**src/rtl/maxpool_engine_if.sv**
```systemverilog
// Control and memory-port bundle for the max-pooling engine.
// The engine drives the master side; the top-level bus mux (or a bench) takes the slave side.
interface maxpool_engine_if #(
    parameter int DATA_W = 20,
    parameter int ADDR_W = 12
);
    logic              start;
    logic              busy;
    logic              done;
    logic              rd_en;
    logic [ADDR_W-1:0] rd_addr;
    logic [DATA_W-1:0] rd_data;
    logic              wr_en;
    logic [ADDR_W-1:0] wr_addr;
    logic [DATA_W-1:0] wr_data;

    modport master (
        input  start, rd_data,
        output busy, done, rd_en, rd_addr, wr_en, wr_addr, wr_data
    );

    modport slave (
        output start, rd_data,
        input  busy, done, rd_en, rd_addr, wr_en, wr_addr, wr_data
    );
endinterface

```
**src/rtl/maxpool_engine.sv**
```systemverilog
// 2x2 stride-2 max pooling of an IMG_W x IMG_W map into raster-ordered (IMG_W/2)^2 outputs.
// Six cycles per output window: four reads, one absorb cycle for the last sample, one write.
module maxpool_engine #(
    parameter int IMG_W  = 64,
    parameter int DATA_W = 20,
    parameter int ADDR_W = 12
) (
    input  logic              clk,
    input  logic              reset,
    maxpool_engine_if.master  bus
);
    localparam int LG   = $clog2(IMG_W);
    localparam int HLG  = LG - 1;
    localparam int OI_W = 2 * HLG;

    typedef enum logic [2:0] {IDLE, RD, LAST, WR, FIN} state_t;

    state_t                   state;
    logic [OI_W-1:0]          oi;
    logic [1:0]               ph;
    logic signed [DATA_W-1:0] acc;
    logic signed [DATA_W-1:0] sample;
    logic signed [DATA_W-1:0] acc_max;

    // Window address is {row, ph[1], col, ph[0]}: row stride 2*IMG_W, col stride 2.
    function automatic logic [ADDR_W-1:0] win_addr(input logic [OI_W-1:0] idx,
                                                   input logic [1:0]      p);
        return ADDR_W'({idx[OI_W-1:HLG], p[1], idx[HLG-1:0], p[0]});
    endfunction

    assign sample  = bus.rd_data;
    // Strictly greater replaces, so a tie keeps the accumulator.
    assign acc_max = (sample > acc) ? sample : acc;

    always_ff @(posedge clk or posedge reset) begin
        if (reset) begin
            state       <= IDLE;
            oi          <= '0;
            ph          <= '0;
            acc         <= '0;
            bus.busy    <= 1'b0;
            bus.done    <= 1'b0;
            bus.rd_en   <= 1'b0;
            bus.rd_addr <= '0;
            bus.wr_en   <= 1'b0;
            bus.wr_addr <= '0;
            bus.wr_data <= '0;
        end else begin
            case (state)
                IDLE: begin
                    if (bus.start) begin
                        state       <= RD;
                        ph          <= '0;
                        oi          <= '0;
                        bus.busy    <= 1'b1;
                        bus.rd_en   <= 1'b1;
                        bus.rd_addr <= win_addr('0, 2'd0);
                    end
                end
                RD: begin
                    // rd_data trails the strobe by one cycle, so ph=1 sees the first sample.
                    if (ph == 2'd1)
                        acc <= sample;
                    else if (ph != 2'd0)
                        acc <= acc_max;
                    if (ph == 2'd3) begin
                        state       <= LAST;
                        ph          <= '0;
                        bus.rd_en   <= 1'b0;
                        bus.rd_addr <= '0;
                    end else begin
                        ph          <= ph + 2'd1;
                        bus.rd_addr <= win_addr(oi, ph + 2'd1);
                    end
                end
                LAST: begin
                    acc         <= acc_max;
                    state       <= WR;
                    bus.wr_en   <= 1'b1;
                    bus.wr_addr <= ADDR_W'(oi);
                    bus.wr_data <= acc_max;
                end
                WR: begin
                    bus.wr_en   <= 1'b0;
                    bus.wr_addr <= '0;
                    bus.wr_data <= '0;
                    if (&oi) begin
                        state    <= FIN;
                        bus.done <= 1'b1;
                    end else begin
                        oi          <= oi + 1'b1;
                        state       <= RD;
                        ph          <= '0;
                        bus.rd_en   <= 1'b1;
                        bus.rd_addr <= win_addr(OI_W'(oi + 1'b1), 2'd0);
                    end
                end
                FIN: begin
                    state    <= IDLE;
                    oi       <= '0;
                    bus.done <= 1'b0;
                    bus.busy <= 1'b0;
                end
                default: state <= IDLE;
            endcase
        end
    end
endmodule

```
**src/flat_wrapper.sv**
```systemverilog
// flat-port wrapper written by rule: the top's interface ports become plain ports
module maxpool_engine_flat 
#(
    parameter int IMG_W  = 64,
    parameter int DATA_W = 20,
    parameter int ADDR_W = 12
)
  (clk, reset, bus_start, bus_rd_data, bus_busy, bus_done, bus_rd_en, bus_rd_addr, bus_wr_en, bus_wr_addr, bus_wr_data);
  maxpool_engine_if #(.DATA_W(DATA_W), .ADDR_W(ADDR_W)) bus_i ();
  input  logic clk;
  input  logic reset;
  input wire logic [$bits(bus_i.start)-1:0] bus_start;
  input wire logic [$bits(bus_i.rd_data)-1:0] bus_rd_data;
  output wire logic [$bits(bus_i.busy)-1:0] bus_busy;
  output wire logic [$bits(bus_i.done)-1:0] bus_done;
  output wire logic [$bits(bus_i.rd_en)-1:0] bus_rd_en;
  output wire logic [$bits(bus_i.rd_addr)-1:0] bus_rd_addr;
  output wire logic [$bits(bus_i.wr_en)-1:0] bus_wr_en;
  output wire logic [$bits(bus_i.wr_addr)-1:0] bus_wr_addr;
  output wire logic [$bits(bus_i.wr_data)-1:0] bus_wr_data;
  assign bus_i.start = bus_start;
  assign bus_i.rd_data = bus_rd_data;
  assign bus_busy = bus_i.busy;
  assign bus_done = bus_i.done;
  assign bus_rd_en = bus_i.rd_en;
  assign bus_rd_addr = bus_i.rd_addr;
  assign bus_wr_en = bus_i.wr_en;
  assign bus_wr_addr = bus_i.wr_addr;
  assign bus_wr_data = bus_i.wr_data;
  maxpool_engine #(.IMG_W(IMG_W), .DATA_W(DATA_W), .ADDR_W(ADDR_W)) u_core (.clk(clk), .reset(reset), .bus(bus_i));
endmodule
```
**config.mk**
```make
export PLATFORM = sky130hd
export DESIGN_NAME = maxpool_engine_flat
export DESIGN_NICKNAME = d
export VERILOG_FILES = /design/src/rtl/maxpool_engine_if.sv /design/src/rtl/maxpool_engine.sv /design/src/flat_wrapper.sv
export SDC_FILE = /design/constraint.sdc
export NUM_CORES = 1
export LEC_CHECK = 0
export ABC_AREA = 0
export BUFFER_PORTS_ARGS = -buffer_cell sky130_fd_sc_hd__buf_4
export CAP_MARGIN = 0
export CORE_MARGIN = 2
export CORE_UTILIZATION = 40
export DETAILED_ROUTE_END_ITERATION = 10
export GPL_TIMING_DRIVEN = 0
export PLACE_DENSITY = 0.63
export SETUP_SLACK_MARGIN = 0.5
export SLEW_MARGIN = 30
export SYNTH_ARGS = -nofsm -noshare
export SYNTH_HDL_FRONTEND = slang
export SYNTH_SLANG_ARGS = --single-unit
```
**constraint.sdc**
```tcl
create_clock -name clk -period 3.1 [get_ports clk]
set_clock_uncertainty 0.15 [all_clocks]
set_input_delay 0.62 -clock clk [delete_from_list [all_inputs] [get_ports clk]]
set_output_delay 0.62 -clock clk [all_outputs]
set_load 0.01 [all_outputs]
```
== Word-level counts from Yosys, hierarchy flattened ==
Cells that the tools add are included.
Operators by class
  add/subtract/negate cells: 2
  $mul: 0
  divide/modulo/power cells: 0
  $lt $le $gt $ge: 1
  equal/unequal tests: 11
  shift-type cells: 0
  multiplexer cells: 29
  bitwise gates (word level): 0
  reduce and logical (&&, ||, !) cells: 16
Operators by type and width (number)
  case mux 20 bit (2 select lines): 2
  2-to-1 mux 20 bit: 3
  2-to-1 mux 12 bit: 3
  case mux 12 bit (3 select lines): 1
  case mux 10 bit (3 select lines): 1
  case mux 12 bit (2 select lines): 1
  greater-than comparator 20 bit: 1
  2-to-1 mux 10 bit: 2
  case mux 3 bit (4 select lines): 1
  adder 10 x 1 -> 10 bit, second input constant: 1
  AND reduction 10 bit: 1
  nonzero test 2 bit: 5
  2-to-1 mux 3 bit: 3
  AND reduction 2 bit: 4
  equality test 3 x 2 -> 1 bit, second input constant: 2
  2-to-1 mux 2 bit: 3
  case mux 1 bit (2 select lines): 3
  case mux 2 bit (3 select lines): 1
  AND reduction 3 bit: 2
  nonzero test 3 bit: 2
  2-to-1 mux 1 bit: 4
  inequality test 2 x 1 -> 1 bit, second input constant: 2
  inequality test 2 bit, second input constant: 2
  AND reduction 4 bit: 1
  8 further kinds: 8
Word-level totals
  register bits: 83
  latch bits: 0
  memory bits (writable): 0
  memory bits (read-only): 0
  input port bits: 23
  output and inout port bits: 48
  logic and storage cells: 70
  memories kept: 0

== Depth between registers and ports, before layout ==
  word-level depth: 5
  gate-level depth with buffers: 10
  gate-level depth less buffers: 9

== Worst setup path after synthesis ==
Ideal clock, no wire load.
  path kind: input port to flip-flop
  start: input port bus_rd_data[19]
  end: register u_core.acc[0]
  library setup time: 125 ps
  data arrival time: 2441 ps
  data required time: 2825 ps
  path slack: 384 ps
  cell stages on the path: 9
  buffers on the path: 1
  cell sequence: ha_1 > nand4_1 > nor4b_2 > o21ai_1 > o211ai_2 > xnor2_1 > a32oi_2 > buf_6 > mux2_2
On the way
  word-level cells in the longest chain between the ends: 5
Ends and longest elaborated chain
  from (decl): RTL line flat_wrapper.sv:13  | input wire logic [$bits(bus_i.rd_data)-1:0] bus_rd_data;
  greater-than comparator 20 bit (*): RTL line maxpool_engine.sv:33  | assign acc_max = (sample > acc) ? sample : acc;
  2-to-1 mux 20 bit (*): RTL line maxpool_engine.sv:33
  2-to-1 mux 20 bit: RTL line maxpool_engine.sv:64  | else if (ph != 2'd0)
  2-to-1 mux 20 bit: RTL line maxpool_engine.sv:62  | if (ph == 2'd1)
  case mux 20 bit (2 select lines) (*): RTL line maxpool_engine.sv:49  | case (state)
  to (signal assigned): RTL line maxpool_engine.sv:63  | acc <= sample;
  to (signal assigned): RTL line maxpool_engine.sv:65  | acc <= acc_max;
  to (signal assigned): RTL line maxpool_engine.sv:77  | acc <= acc_max;
  to (decl): RTL line maxpool_engine.sv:21  | logic signed [DATA_W-1:0] acc;
Every way passes the cells marked *; elsewhere a longest branch is shown, timed or not. The select of a mux whose other input is x is not followed.
A chain may end at the register's enable or synchronous reset.

== Final worst setup path ==
  start: register u_core.acc[7]
  end: register u_core.acc[13]
On the way
  word-level cells in the longest chain between the ends: 5
Ends and longest elaborated chain (RTL line)
  greater-than comparator 20 bit (*): maxpool_engine.sv:33
  2-to-1 mux 20 bit (*): maxpool_engine.sv:33
  2-to-1 mux 20 bit: maxpool_engine.sv:64
  2-to-1 mux 20 bit: maxpool_engine.sv:62
  case mux 20 bit (2 select lines) (*): maxpool_engine.sv:49
Marks and branches as above.

==> results.md <==
* Via Count at 3395
* Pin count of the biggest net entering global routing at 28
* CP arrival at 2.81 ns
* Max-Cap Viols at 0
* Combinational Power Share at 53.2%
* WL/cell at 15.9 um
* FP Rows at 37
* Worst skew pair latency at about 0.38 ns
* Clock Sinks at a little over 80
* Most Used Layer, Global Route: met2
* Area of the multi-input gates at 2050 um2
* CTS Buf Count at 9
* Int Pwr at 3.29 mW
* Die Ht at 106 um
* FF+latch count, synth at 81
* Post-layout net count at 549
* Core box area at about 10000 um2
* Crit start category: flop
* Relative slew slack at 44.4%
* Placer Congestion at 0.834
* Area delta synth->final at 30.1%
* GRT Overall Usage at slightly below 20%
* Boundary pin count at 71
* Clk buf depth at 2
* Unique cell type count in the Yosys netlist at 39
* Fill cells at 958
* Period minus WS final at around 2.7 ns
* GR Layer Usage met3 at 3.59%
* Total grt overflow at 0
* Clock power frac at around 16%
* Met1 usage at 25.1%
* RSZ-0062 raised after global routing: true
* Final Setup Violations at 0
* Total Power at roughly 5.3 mW
* Register area at 2030 um2
* Sw Share at 37.4%
* Worst EP required at 3.22 ns
* Worst-case vdd ir drop at 0.000324 V
* Final wirelength at 10.2 mm
* Sw Pwr at 1.96 mW
* Ys flop type: dfrtp_1
* Cell Area, Synth at roughly 4100 um2
* Starting density of the core at 40.5%
* Fin Setup TNS at 0 ns
* Hold Fails Final Rpt at 0
* Syn Area/Cell at 10.1 um2
* Detailed placer's ending HPWL at 6.98 mm
* Setup crit end kind: flop
* FMAX at 372 MHz
* CTS root buffer: clkbuf_8
* Htree depth at 3
* Seq/Total Area, Yosys at 49.1%
* Leak at 2.72 nW
* Initial antenna violation count at 0
* TritonRoute pass-1 iters at 4
* Power per standard cell area at approximately 980 nW/um2
* Status: complete, no violations
* Layout cell share with drive strength beyond 1 at 33.7%
* Port Buffers at between 60 and 70
* Cells after synthesis at 407
* Max-slew violation count at 0
* Hold Buf Count CTS at 0
* Crit Path Class: flop to flop
* Post-synth EDFFs at 0
* Synth warn at 0
* Met2 GRT Util at 31.2%
* Worst hold path type: primary input to asynchronous set/reset pin
* CTS tree: done
* Via-to-Cell Ratio at ~5.3
* Clk slew on worst S/H paths at 0.09 ns
* Remaining antenna violation count at 0
* Worst Tran Pin Value at 0.827 ns
* # diodes at 0
* First-pass GRT wire length at 17.0 mm
* Vias in the first global route at ~3400
* Reg power frac at 31.2%
* Period utilisation layout at 86.7%
* Die area at 11100 um2
* 1st-iter DRT viols at ~140
* Die width at 106 um
* CP max FO at 5
* DRC Markers at 0
* Ys async rst share at 100%
[state kept, by name, summed over array words and instances, names as in the netlist]
register and flops:
u_core.oi 10, u_core.ph 2, u_core.bus.done 1, u_core.bus.rd_en 1, u_core.bus.rd_addr 12, u_core.bus.busy 1, u_core.bus.wr_addr 10, u_core.bus.wr_data 20
u_core.acc 20, u_core.state 3, u_core.bus.wr_en 1
[final timing paths]
check | cells after the start | endpoint | startpoint | slack [ns]
worst min register to register | 2 | u_core.bus.wr_addr[4] | u_core.bus.wr_addr[4] | 0.34
max in group asynchronous | 4 | u_core.bus.rd_en | reset | 2.14
worst max-delay path | 11 | u_core.acc[13] | u_core.acc[7] | 0.41
worst max register to register | 11 | u_core.acc[13] | u_core.acc[7] | 0.41
worst min-delay path | 2 | u_core.acc[1] | reset | 0.06
min in group clk | 2 | u_core.bus.wr_addr[4] | u_core.bus.wr_addr[4] | 0.34
[critical path, cell delays in order, from the launching register on]
cell      delay [ns]
dfrtp_1         0.39
inv_1           0.08
ha_4            0.27
nand4_1         0.16
nor4b_4         0.32
o21ai_1         0.13
o211ai_2        0.12
xnor2_2         0.11
a32oi_2         0.20
buf_4           0.17
buf_6           0.13
mux2_2          0.33
[synth_stat cells (all sizes together), types with 3 or more instances]
| master | number | share of area, % |
|---|---|---|
| nor3 | 3 | 0.36 |
| nand3 | 9 | 1.1 |
| and3 | 4 | 0.61 |
| inv | 28 | 2.5 |
| mux2 | 21 | 5.7 |
| nand2 | 55 | 5.0 |
| ha | 24 | 7.3 |
| nand4 | 4 | 0.61 |
| clkbuf | 8 | 0.73 |
| o21ai | 40 | 4.9 |
| and2 | 21 | 3.2 |
| nor2 | 26 | 2.4 |
| a221o | 22 | 5.9 |
| a21o | 4 | 0.73 |
| buf | 12 | 2.2 |
| a21oi | 19 | 2.3 |
| nand2b | 5 | 0.82 |
| dfrtp | 81 | 49 |
[metal layers]
layer | wire length, um | vias to the layer above
met2 | 4880 | 92
li1 | - | 1610
met3 | 518 | 22
met1 | 4520 | 1671
met5 | 0 | -
met4 | 280 | 0
[layout make-up]
cell class,instances,area share [%]
Multi-Input combinational cell,279,38.2
Sequential cell,81,37.8
Timing Repair Buffer,83,12.6
Tap cell,136,3.17
Clock buffer,10,2.56
Buffer,20,2.45
Inverter,28,2.03
Clock inverter,6,1.26
[placed cells by master, fill, tap and decap left out, types with 5 or more instances in the layout]
cell type	synthesis	routed
ha_4	0	5
inv_1	28	26
nand3_1	9	8
a21oi_1	19	18
clkbuf_1	8	7
mux2_4	0	19
a221o_2	20	20
buf_4	2	80
and2_1	21	21
buf_2	6	5
o21ai_0	39	38
clkbuf_8	0	10
nor2_1	26	26
dfrtp_1	81	80
ha_1	24	19
nand2_1	55	55
[through the flow]
step	std cells	setup WS [ns]	hold WS, ns	util (%)	cell area [um2]
final	643	0.412	0.0571	52.7	5370
after detailed placement	615	0.0192	0.318	48.5	4930
after CTS	640	0.400	0.0525	52.2	5320
after global placement	612	0.00897	0.317	47.7	4860
after global routing	643	0.311	0.0723	52.7	5370
after floorplan	408	0.475	0.350	-	4180
[cells by family after synthesis]
logic type	count (synthesis)	share of synthesized area, %
AOI/OAI and AO/OA	93	15.6
buffers and inverters	48	5.46
adders and majority gates	24	7.28
xor gates and xnor gates	3	0.637
muxes	23	6.22
other	1	0.0909
DFF	81	49.1
and+or+nand+nor	134	15.6
[power by group through the flow]
stage / sequential, mW / clock, mW / combinational (mW)
3_5_place_dp: 1.65 / 0 / 2.26
2_1_floorplan: 1.66 / 0 / 1.53
4_1_cts: 1.63 / 0.833 / 2.73
6_report: 1.64 / 0.817 / 2.80
3_3_place_gp: 1.63 / 0 / 2.19
5_1_grt: 1.68 / 0.868 / 3.06
[repair_timing]
action | 4_1_cts | 5_1_grt
pin swaps | 8 | 4
resized for setup | 27 | 9
gates cloned | 2 | 0
setup endpoints to repair | 42 | 51
buffers inserted | 7 | 3
Power figures use the tool's default switching activity.
